==> src/rtl/logistic_iter_if.sv <==
// Output stream of the logistic-map iterator: iterate value with a valid/ready handshake.
interface logistic_iter_if #(
  parameter int XW = 16
);
  logic [XW-1:0] x_out;
  logic          x_valid;
  logic          x_ready;

  modport master (
    output x_out,
    output x_valid,
    input  x_ready
  );

  modport slave (
    input  x_out,
    input  x_valid,
    output x_ready
  );
endinterface

==> src/rtl/logistic_iter.sv <==
// Fixed-point logistic map x <= mu*x*(1-x), one iterate per calc_tick, streamed out over a valid/ready handshake.
// Optional macro CHAOS_FIXPT_EN: end a run early when an iterate repeats the previous x.
//
// state | meaning
// IDLE  | waiting for start; holds results of the last run
// MUL1  | waiting for calc_tick, then forms p1 = x*(1-x)
// MUL2  | forms the next iterate x = mu*p1
// OUT   | presents x_out until the consumer takes it
module logistic_iter #(
  parameter int XW  = 16,
  parameter int MUW = 18
) (
  input  logic             CLK,
  input  logic             RST,
  input  logic             start,
  input  logic [MUW-1:0]   mu,
  input  logic [8:0]       maxrepeat,
  input  logic [XW-1:0]    x0,
  input  logic             calc_tick,
  input  logic             abort,
  logistic_iter_if.master  x_if,
  output logic             busy,
  output logic             done,
  output logic [8:0]       iter
);

  typedef enum logic [1:0] {
    S_IDLE = 2'd0,
    S_MUL1 = 2'd1,
    S_MUL2 = 2'd2,
    S_OUT  = 2'd3
  } state_t;

  state_t           r_state;
  state_t           w_next;
  logic             w_done_set;
  logic             w_xfer;
  logic             w_fix;
  logic             w_accept;

  logic [MUW-1:0]   r_mu;
  logic [8:0]       r_maxrep;
  logic [XW-1:0]    r_x;
  logic [XW-1:0]    r_p1;
  logic [8:0]       r_iter;
  logic             r_done;

  logic [XW-1:0]    w_xc;
  logic [XW-1:0]    w_p1;
  logic [XW-1:0]    w_x_next;
  logic [8:0]       w_iter_inc;

  // Operands are zero-extended so the full product is kept before the shift.
  assign w_xc       = {XW{1'b1}} - r_x;
  assign w_p1       = XW'(({{XW{1'b0}}, r_x} * {{XW{1'b0}}, w_xc}) >> XW);
  assign w_x_next   = XW'(({{XW{1'b0}}, r_mu} * {{MUW{1'b0}}, r_p1}) >> (MUW - 2));
  assign w_iter_inc = r_iter + 9'd1;
  assign w_accept   = (r_state == S_IDLE) && start;

`ifdef CHAOS_FIXPT_EN
  logic [XW-1:0] r_x_prev;

  always_ff @(posedge CLK or negedge RST) begin
    if (!RST) begin
      r_x_prev <= '0;
    end else if (r_state == S_MUL2 && !abort) begin
      r_x_prev <= r_x;
    end
  end

  assign w_fix = (r_x == r_x_prev);
`else
  assign w_fix = 1'b0;
`endif

  always_ff @(posedge CLK or negedge RST) begin
    if (!RST) begin
      r_state <= S_IDLE;
    end else begin
      r_state <= w_next;
    end
  end

  always_comb begin
    w_next     = r_state;
    w_done_set = 1'b0;
    w_xfer     = 1'b0;
    case (r_state)
      S_IDLE: begin
        if (start) begin
          if (maxrepeat == 9'd0) begin
            w_done_set = 1'b1;
          end else begin
            w_next = S_MUL1;
          end
        end
      end
      S_MUL1: begin
        if (abort) begin
          w_next = S_IDLE;
        end else if (calc_tick) begin
          w_next = S_MUL2;
        end
      end
      S_MUL2: begin
        if (abort) begin
          w_next = S_IDLE;
        end else begin
          w_next = S_OUT;
        end
      end
      S_OUT: begin
        // Abort wins over a transfer offered on the same cycle.
        if (abort) begin
          w_next = S_IDLE;
        end else if (x_if.x_ready) begin
          w_xfer = 1'b1;
          if (w_iter_inc == r_maxrep || w_fix) begin
            w_done_set = 1'b1;
            w_next     = S_IDLE;
          end else begin
            w_next = S_MUL1;
          end
        end
      end
      default: w_next = S_IDLE;
    endcase
  end

  always_comb begin
    x_if.x_valid = (r_state == S_OUT);
    busy         = (r_state != S_IDLE);
  end

  always_ff @(posedge CLK or negedge RST) begin
    if (!RST) begin
      r_mu     <= '0;
      r_maxrep <= '0;
      r_x      <= '0;
      r_p1     <= '0;
      r_iter   <= '0;
      r_done   <= 1'b0;
    end else begin
      r_done <= w_done_set;
      if (w_accept) begin
        r_mu     <= mu;
        r_maxrep <= maxrepeat;
        r_x      <= x0;
        r_iter   <= '0;
      end
      if (r_state == S_MUL1 && !abort && calc_tick) begin
        r_p1 <= w_p1;
      end
      if (r_state == S_MUL2 && !abort) begin
        r_x <= w_x_next;
      end
      if (w_xfer) begin
        r_iter <= w_iter_inc;
      end
    end
  end

  assign x_if.x_out = r_x;
  assign done       = r_done;
  assign iter       = r_iter;

endmodule

==> src/flat_wrapper.sv <==
// flat-port wrapper written by rule: the top's interface ports become plain ports
module logistic_iter_flat 
#(
  parameter int XW  = 16,
  parameter int MUW = 18
)
  (CLK, RST, start, mu, maxrepeat, x0, calc_tick, abort, busy, done, iter, x_if_x_out, x_if_x_valid, x_if_x_ready);
  logistic_iter_if #(.XW(XW)) x_if_i ();
  input  logic CLK;
  input  logic RST;
  input  logic start;
  input  logic [MUW-1:0] mu;
  input  logic [8:0] maxrepeat;
  input  logic [XW-1:0] x0;
  input  logic calc_tick;
  input  logic abort;
  output logic busy;
  output logic done;
  output logic [8:0] iter;
  output wire logic [$bits(x_if_i.x_out)-1:0] x_if_x_out;
  output wire logic [$bits(x_if_i.x_valid)-1:0] x_if_x_valid;
  input wire logic [$bits(x_if_i.x_ready)-1:0] x_if_x_ready;
  assign x_if_x_out = x_if_i.x_out;
  assign x_if_x_valid = x_if_i.x_valid;
  assign x_if_i.x_ready = x_if_x_ready;
  logistic_iter #(.XW(XW), .MUW(MUW)) u_core (.CLK(CLK), .RST(RST), .start(start), .mu(mu), .maxrepeat(maxrepeat), .x0(x0), .calc_tick(calc_tick), .abort(abort), .x_if(x_if_i), .busy(busy), .done(done), .iter(iter));
endmodule
==> config.mk <==
export PLATFORM = sky130hd
export DESIGN_NAME = logistic_iter_flat
export DESIGN_NICKNAME = d
export VERILOG_FILES = /design/src/rtl/logistic_iter_if.sv /design/src/rtl/logistic_iter.sv /design/src/flat_wrapper.sv
export SDC_FILE = /design/constraint.sdc
export NUM_CORES = 1
export LEC_CHECK = 0
export BUFFER_PORTS_ARGS = -buffer_cell sky130_fd_sc_hd__buf_2
export CAP_MARGIN = 40
export CORE_MARGIN = 5
export CORE_UTILIZATION = 59
export CTS_CLUSTER_SIZE = 25
export DETAILED_ROUTE_END_ITERATION = 6
export MAX_ROUTING_LAYER = met4
export PLACE_DENSITY_LB_ADDON = 0.3
export SLEW_MARGIN = 30
export SYNTH_ARGS = -nofsm -noshare
export SYNTH_HDL_FRONTEND = slang
export SYNTH_SLANG_ARGS = --single-unit
==> constraint.sdc <==
create_clock -name CLK -period 6.3 [get_ports CLK]
set_input_delay 1.575 -clock CLK [delete_from_list [all_inputs] [get_ports CLK]]
set_output_delay 1.575 -clock CLK [all_outputs]
set_load 0.01 [all_outputs]
==> results.py, run 1 <==
metrics = {
    "logic_synthesis": {
        "ys_ff_latch": 71,
        "synth_flop_cell": "dfrtp_1",
        "avgSynthCellArea_um2": 9.02,
        "ys_top_cells_by_area": "fa_1, ha_1, inv_1",
        "synth_edf_count": 0,
        "yosys_warnings": 0,
        "synth_cells": 2186,
        "netlist.area_leader.share": 0.401,
        "yosysSeqAreaShare": 0.0901,
        "synth_top_area_cell": "fa_1",
        "ys_async_sr_fraction": 1.00,
        "syn_area_um2": 19700,
        "synth_nets": 2857,
        "yosys.cell_types.count": 63,
    },
    "floorplan": {
        "die_w_um": 193,
        "io_pins": 77,
        "row_count": 67,
        "core_area_um2": 33300,
        "start_util": 0.593,
        "die_h_um": 193,
        "die-area_um2": 37200,
    },
    "grt": {
        "overflow": 0,
        "first_global_vias": 16600,
        "antenna_found_initial": 2,
        "grt_pass1_wl_um": 81700,
        "grt_usage": 0.287,
        "grt_max_degree": 45,
    },
    "finish": {
        "area.growth.synth_to_final_pct": 9.80,
        "finalInstanceArea_um2": 21700,
        "stdcell_count": 2735,
        "drive_gt1_frac": 0.127,
        "finalNetCount": 2950,
    },
    "drt": {
        "wl_per_cell_um": 17.9,
        "first_iter_violations": 860,
        "via_count": 15000,
        "drtPass1Iterations": 5,
        "wl_um": 48900,
        "ant_nets": 0,
        "vias_per_cell": 5.48,
        "wl_met3_um": 2980,
        "route.detailed.drc": 0,
        "routed-wl-met2_um": 25200,
        "dr.max_layer_used": "met4",
        "met1_length_um": 18800,
    },
    "place": {
        "place.gp.congestion": 0.957,
        "place_inst": 2703,
        "portBuffers": 76,
        "pre_cts_ws_ns": -0.00359,
        "placed_area_um2": 21100,
        "dp.final_hpwl_um": 39700,
    },
    "timing": {
        "final_max_slew_viol_count": 0,
        "max-slew-margin-rel": 0.518,
        "final.setup.tns_ns": 0,
        "fin_crit_ns": 6.07,
        "setup_viol": 0,
        "skew_ns": 0.00826,
        "final.period_utilization": 0.963,
        "layout_setup_ws_ns": 0.230,
        "worstMarginPinSlew_ns": 0.722,
        "max_clock_freq_ghz": 0.165,
        "finalHoldViolations": 0,
    },
    "worst_setup_path": {
        "cp.arrival_ns": 6.29,
        "cp-start-kind": "register",
        "endpoint_kind": "register",
        "required_ns": 6.52,
        "worstPathMaxFanout": 4,
        "critical_path_class": "register to register",
    },
    "worst_hold_path": {
        "hold_class": "register to register",
    },
    "clock_network": {
        "cts-root-buf": "clkbuf_16",
        "ctsHtreeMaxLevel": 3,
        "cts_made_buffers": 9,
        "cts_tree": "done",
        "clock-sinks": 71,
        "clock_latency_ns": 0.36,
        "hold_buffers": 0,
        "clkTransAtPathRegs_ns": 0.07,
        "clockBufferDepth": 2,
    },
    "outcome": {
        "status": "completed",
    },
    "job": {
        "maxCapViolations": 0,
    },
}
-- area by class of cell --
| cell class | count | area [um2] |
|---|---|---|
| diodes | 3 | 7.51 |
| multi-input cells | 1511 | 15800 |
| flip-flops and latches | 71 | 1800 |
| fillers | 2739 | 11600 |
| clock buffers | 10 | 239 |
| inverters | 506 | 1910 |
| repair buffers | 180 | 1330 |
| clock inverters | 6 | 43.8 |
| well taps | 448 | 561 |
-- worst paths after layout --
path / start / end / slack (ns) / cells after the start
max in group asynchronous: RST / u_core.r_mu[6]$_DFFE_PN0P_ / 4.55 / 2
setup / recovery: u_core.x_if.x_out[15]$_DFFE_PN0P_ / u_core.r_p1[4]$_DFFE_PN0P_ / 0.23 / 20
hold reg to reg: u_core.r_maxrep[3]$_DFFE_PN0P_ / u_core.r_maxrep[3]$_DFFE_PN0P_ / 0.52 / 1
setup reg to reg: u_core.x_if.x_out[15]$_DFFE_PN0P_ / u_core.r_p1[4]$_DFFE_PN0P_ / 0.23 / 20
hold / removal: u_core.r_maxrep[3]$_DFFE_PN0P_ / u_core.r_maxrep[3]$_DFFE_PN0P_ / 0.52 / 1
min in group asynchronous: RST / u_core.r_state[1]$_DFFE_PN0P_ / 1.14 / 1
-- metrics by stage --
step,hold WS (ns),util
2_1_floorplan,0.500,-
3_3_place_gp,0.509,0.632
3_5_place_dp,0.514,0.633
4_1_cts,0.529,0.642
5_1_grt,0.556,0.651
6_report,0.524,0.651
-- cell usage in the layout, fill, tap and decap left out, drive strengths merged, types with 2 or more instances in the layout --
cell type  netlist  final
inv            503    503
fa             395    395
nand2          317    317
ha             227    227
buf             12    177
and2           135    135
nor2           118    118
dfrtp           71     71
o21ai           43     43
a21oi           37     37
mux2            34     34
xnor2           26     26
xor2            23     23
a21o            18     18
nand3           18     18
and3            17     17
clkbuf          86     13
a211oi           9      9
a31oi            9      9
mux2i            8      8
nand2b           7      7
nor4             7      7
nor3             7      7
nor2b            7      7
o21bai           6      6
clkinv           3      6
nand4            5      5
o22ai            4      4
o31ai            4      4
diode            0      3
clkinvlp         0      3
a2111oi          3      3
or2              3      3
o211ai           3      3
a221o            2      2
nand3b           2      2
a211o            2      2
or3              2      2
-- registers in the layout (all words and copies together), names as in the netlist --
name               flops
u_core.r_maxrep        9
u_core.done            1
u_core.r_p1           16
u_core.x_if.x_out     16
u_core.iter            9
u_core.r_state         2
u_core.r_mu           18
-- critical path, stage by stage, from the launching register on --
cell	delay, ns
dfrtp_1	0.54
nand2_1	0.16
fa_1	0.56
inv_1	0.06
fa_1	0.57
fa_1	0.45
fa_1	0.46
fa_1	0.51
inv_1	0.05
fa_1	0.48
inv_1	0.04
ha_1	0.28
and2_1	0.19
a221o_1	0.34
a21oi_1	0.16
o21ai_1	0.09
a21oi_2	0.23
buf_4	0.17
o21bai_1	0.08
xor2_1	0.18
mux2_2	0.34
-- cells by family after synthesis --
family                     synth area share
and+or+nand+nor                       0.150
adders and majority gates             0.545
buffers and inverters                 0.115
AOI/OAI and AO/OA                    0.0541
DFF                                  0.0901
xor gates and xnor gates             0.0218
muxes                                0.0237
-- Yosys cell counts, drive strengths merged, types with 18 or more instances --
library cell	n
xor2	23
ha	227
inv	503
xnor2	26
a21oi	37
nand2	317
fa	395
mux2	34
dfrtp	71
nand3	18
nor2	118
and2	135
clkbuf	86
a21o	18
o21ai	43
-- what timing repair did --
| action | in CTS | in global routing |
|---|---|---|
| resized for setup | 1 | 53 |
| buffers inserted | 0 | 10 |
| pin swaps | 0 | 9 |
| setup endpoints to repair | 4 | 22 |
| cloned | 0 | 2 |
-- layer usage --
layer / global-route usage / vias up
met5: - / -
met4: 0.104 / 0
met3: 0.0431 / 126
met2: 0.492 / 513
met1: 0.348 / 7647
li1: - / 6704
Power of run 1 is left out: the tool's default activity adds up to more than one toggle a clock period on the data nets, which glitch-free logic cannot reach.
==> inputs of run 2 (changes only) <==
CORE_UTILIZATION = 60   (was 59)
clock period = 6.33 ns   (was 6.3 ns; I/O delays follow)
==> run 2 against run 1 <==
  * Clock skew increased by 0.0018 ns
  * Flip-flop and latch count unchanged
  * Non-clock buffer count is 4 lower
  * Global-route usage is 0.77 points higher
  * Utilization up 1.3 points
  * Register-to-register slack lost 0.06 ns
  * Clock-buffer cell count unchanged
  * Critical path type unchanged
==> results.py, run 2 (same netlist as run 1, synthesis figures left out) <==
metrics = {
    "worst_setup_path": {
        "crit_slowest_cell": "fa_1",
        "cp.arrival_ns": 6.36,
        "slowest_delay_ns": 0.53,
        "required_ns": 6.53,
        "endpoint_kind": "register",
        "cp_cell_sequence": "and2_1 > fa_1 > inv_1 > fa_1 > fa_1 > inv_1 > fa_1 > fa_1 > inv_1 > fa_1 > inv_1 > ha_1 > a21oi_2 > o21bai_1 > a2111oi_4 > a21o_1 > a211o_1 > nand3b_1 > a21o_1 > a211oi_1 > o22ai_1",
        "crit_top_cell": "fa_1",
        "cp-start-kind": "register",
        "worstPathMaxFanout": 7,
        "critical_path_class": "register to register",
    },
    "grt": {
        "grt_max_degree": 43,
        "grt_usage": 0.295,
        "first_global_vias": 16600,
        "grt_pass1_wl_um": 82900,
        "overflow": 0,
        "antenna_found_initial": 2,
    },
    "drt": {
        "wl_um": 49300,
        "vias_per_cell": 5.52,
        "first_iter_violations": 878,
        "wl_per_cell_um": 18.1,
        "drtPass1Iterations": 6,
        "via_count": 15000,
        "route.detailed.drc": 0,
        "ant_nets": 0,
    },
    "clock_network": {
        "cts_tree": "done",
        "cts-root-buf": "clkbuf_16",
        "ctsHtreeMaxLevel": 3,
        "clockBufferDepth": 2,
        "clock-sinks": 71,
        "hold_buffers": 0,
        "clkTransAtPathRegs_ns": 0.06,
        "cts_made_buffers": 9,
        "clock_latency_ns": 0.35,
    },
    "place": {
        "portBuffers": 76,
        "dp.final_hpwl_um": 40600,
        "place.gp.congestion": 0.963,
        "placed_area_um2": 21000,
    },
    "timing": {
        "whs_ns": 0.534,
        "final.period_utilization": 0.973,
        "max_clock_freq_ghz": 0.162,
        "skew_ns": 0.0101,
        "fin_crit_ns": 6.16,
        "setup_viol": 0,
        "finalHoldViolations": 0,
        "final_max_slew_viol_count": 0,
        "worstMarginPinSlew_ns": 0.701,
        "max-slew-margin-rel": 0.533,
    },
    "floorplan": {
        "io_pins": 77,
        "die-area_um2": 36600,
        "die_w_um": 191,
        "core_area_um2": 32500,
        "die_h_um": 191,
        "row_count": 66,
        "start_util": 0.606,
    },
    "worst_hold_path": {
        "hold_class": "register to register",
    },
    "finish": {
        "largest_reg_flops": 18,
        "multiInputGateArea_um2": 15800,
        "regArea_um2": 1800,
        "nFillCells": 2673,
        "finalInstanceArea_um2": 21600,
        "finalNetCount": 2946,
        "final_cell_mix": "inv_1, fa_1, nand2_1",
        "drive_gt1_frac": 0.127,
        "top_register": "u_core.r_mu",
        "final_common_cell": "inv_1",
        "area.growth.synth_to_final_pct": 9.50,
    },
    "job": {
        "maxCapViolations": 0,
    },
    "outcome": {
        "status": "completed",
    },
}
run 2: cell type report:
cell class	instances	share of cell area
multi-input combinational	1511	0.731
inverter	506	0.0884
sequential	71	0.0834
timing repair buffer	176	0.0563
tap	442	0.0256
clock buffer	10	0.0106
clock inverter	6	0.00434
antenna	2	0.000232
run 2: per-layer routing:
metal / part of all wire / vias up / track usage
met5: 0 / - / -
met4: 0.045 / 0 / 0.112
met3: 0.058 / 159 / 0.0394
met2: 0.50 / 545 / 0.492
met1: 0.40 / 7631 / 0.370
li1: - / 6705 / -
run 2: final timing paths:
path                                                start                           endpoint  slack, ns  cells after the start
hold reg to reg            u_core.r_maxrep[1]$_DFFE_PN0P_     u_core.r_maxrep[1]$_DFFE_PN0P_       0.53                      1
setup reg to reg               u_core.r_p1[4]$_DFFE_PN0P_   u_core.x_if.x_out[9]$_DFFE_PN0P_       0.17                     21
min in group asynchronous                             RST  u_core.x_if.x_out[11]$_DFFE_PN0P_       1.17                      1
max in group asynchronous                             RST         u_core.r_mu[3]$_DFFE_PN0P_       4.56                      2
setup / recovery               u_core.r_p1[4]$_DFFE_PN0P_   u_core.x_if.x_out[9]$_DFFE_PN0P_       0.17                     21
hold / removal             u_core.r_maxrep[1]$_DFFE_PN0P_     u_core.r_maxrep[1]$_DFFE_PN0P_       0.53                      1
run 2: critical path, delay by kind of cell, from the launching register on:
| kind | cells | cell delay (ns) |
|---|---|---|
| DFF | 1 | 0.45 |
| buffers and inverters | 4 | 0.20 |
| and+or+nand+nor | 2 | 0.35 |
| adders and majority gates | 7 | 3.28 |
| AOI/OAI and AO/OA | 8 | 1.73 |
run 2: repair_timing:
action                                  CTS  global route
resized for setup                         3            51
pin swaps                                 0            11
cloned                                    0             0
buffers inserted                          0            13
endpoints found under the setup margin    2            17
run 2: metrics by stage:
stage          cells   util  worst slack [ns]  TNS (ns)
6_report        2724  0.664             0.170         0
5_1_grt         2724  0.664           -0.0389   -0.0827
4_1_cts         2708  0.656           0.00483         0
3_5_place_dp    2692  0.645           -0.0566   -0.0566
3_3_place_gp    2691  0.644            0.0812         0
2_1_floorplan   2186      -            0.0156         0
Power of run 2 is left out for the same reason.
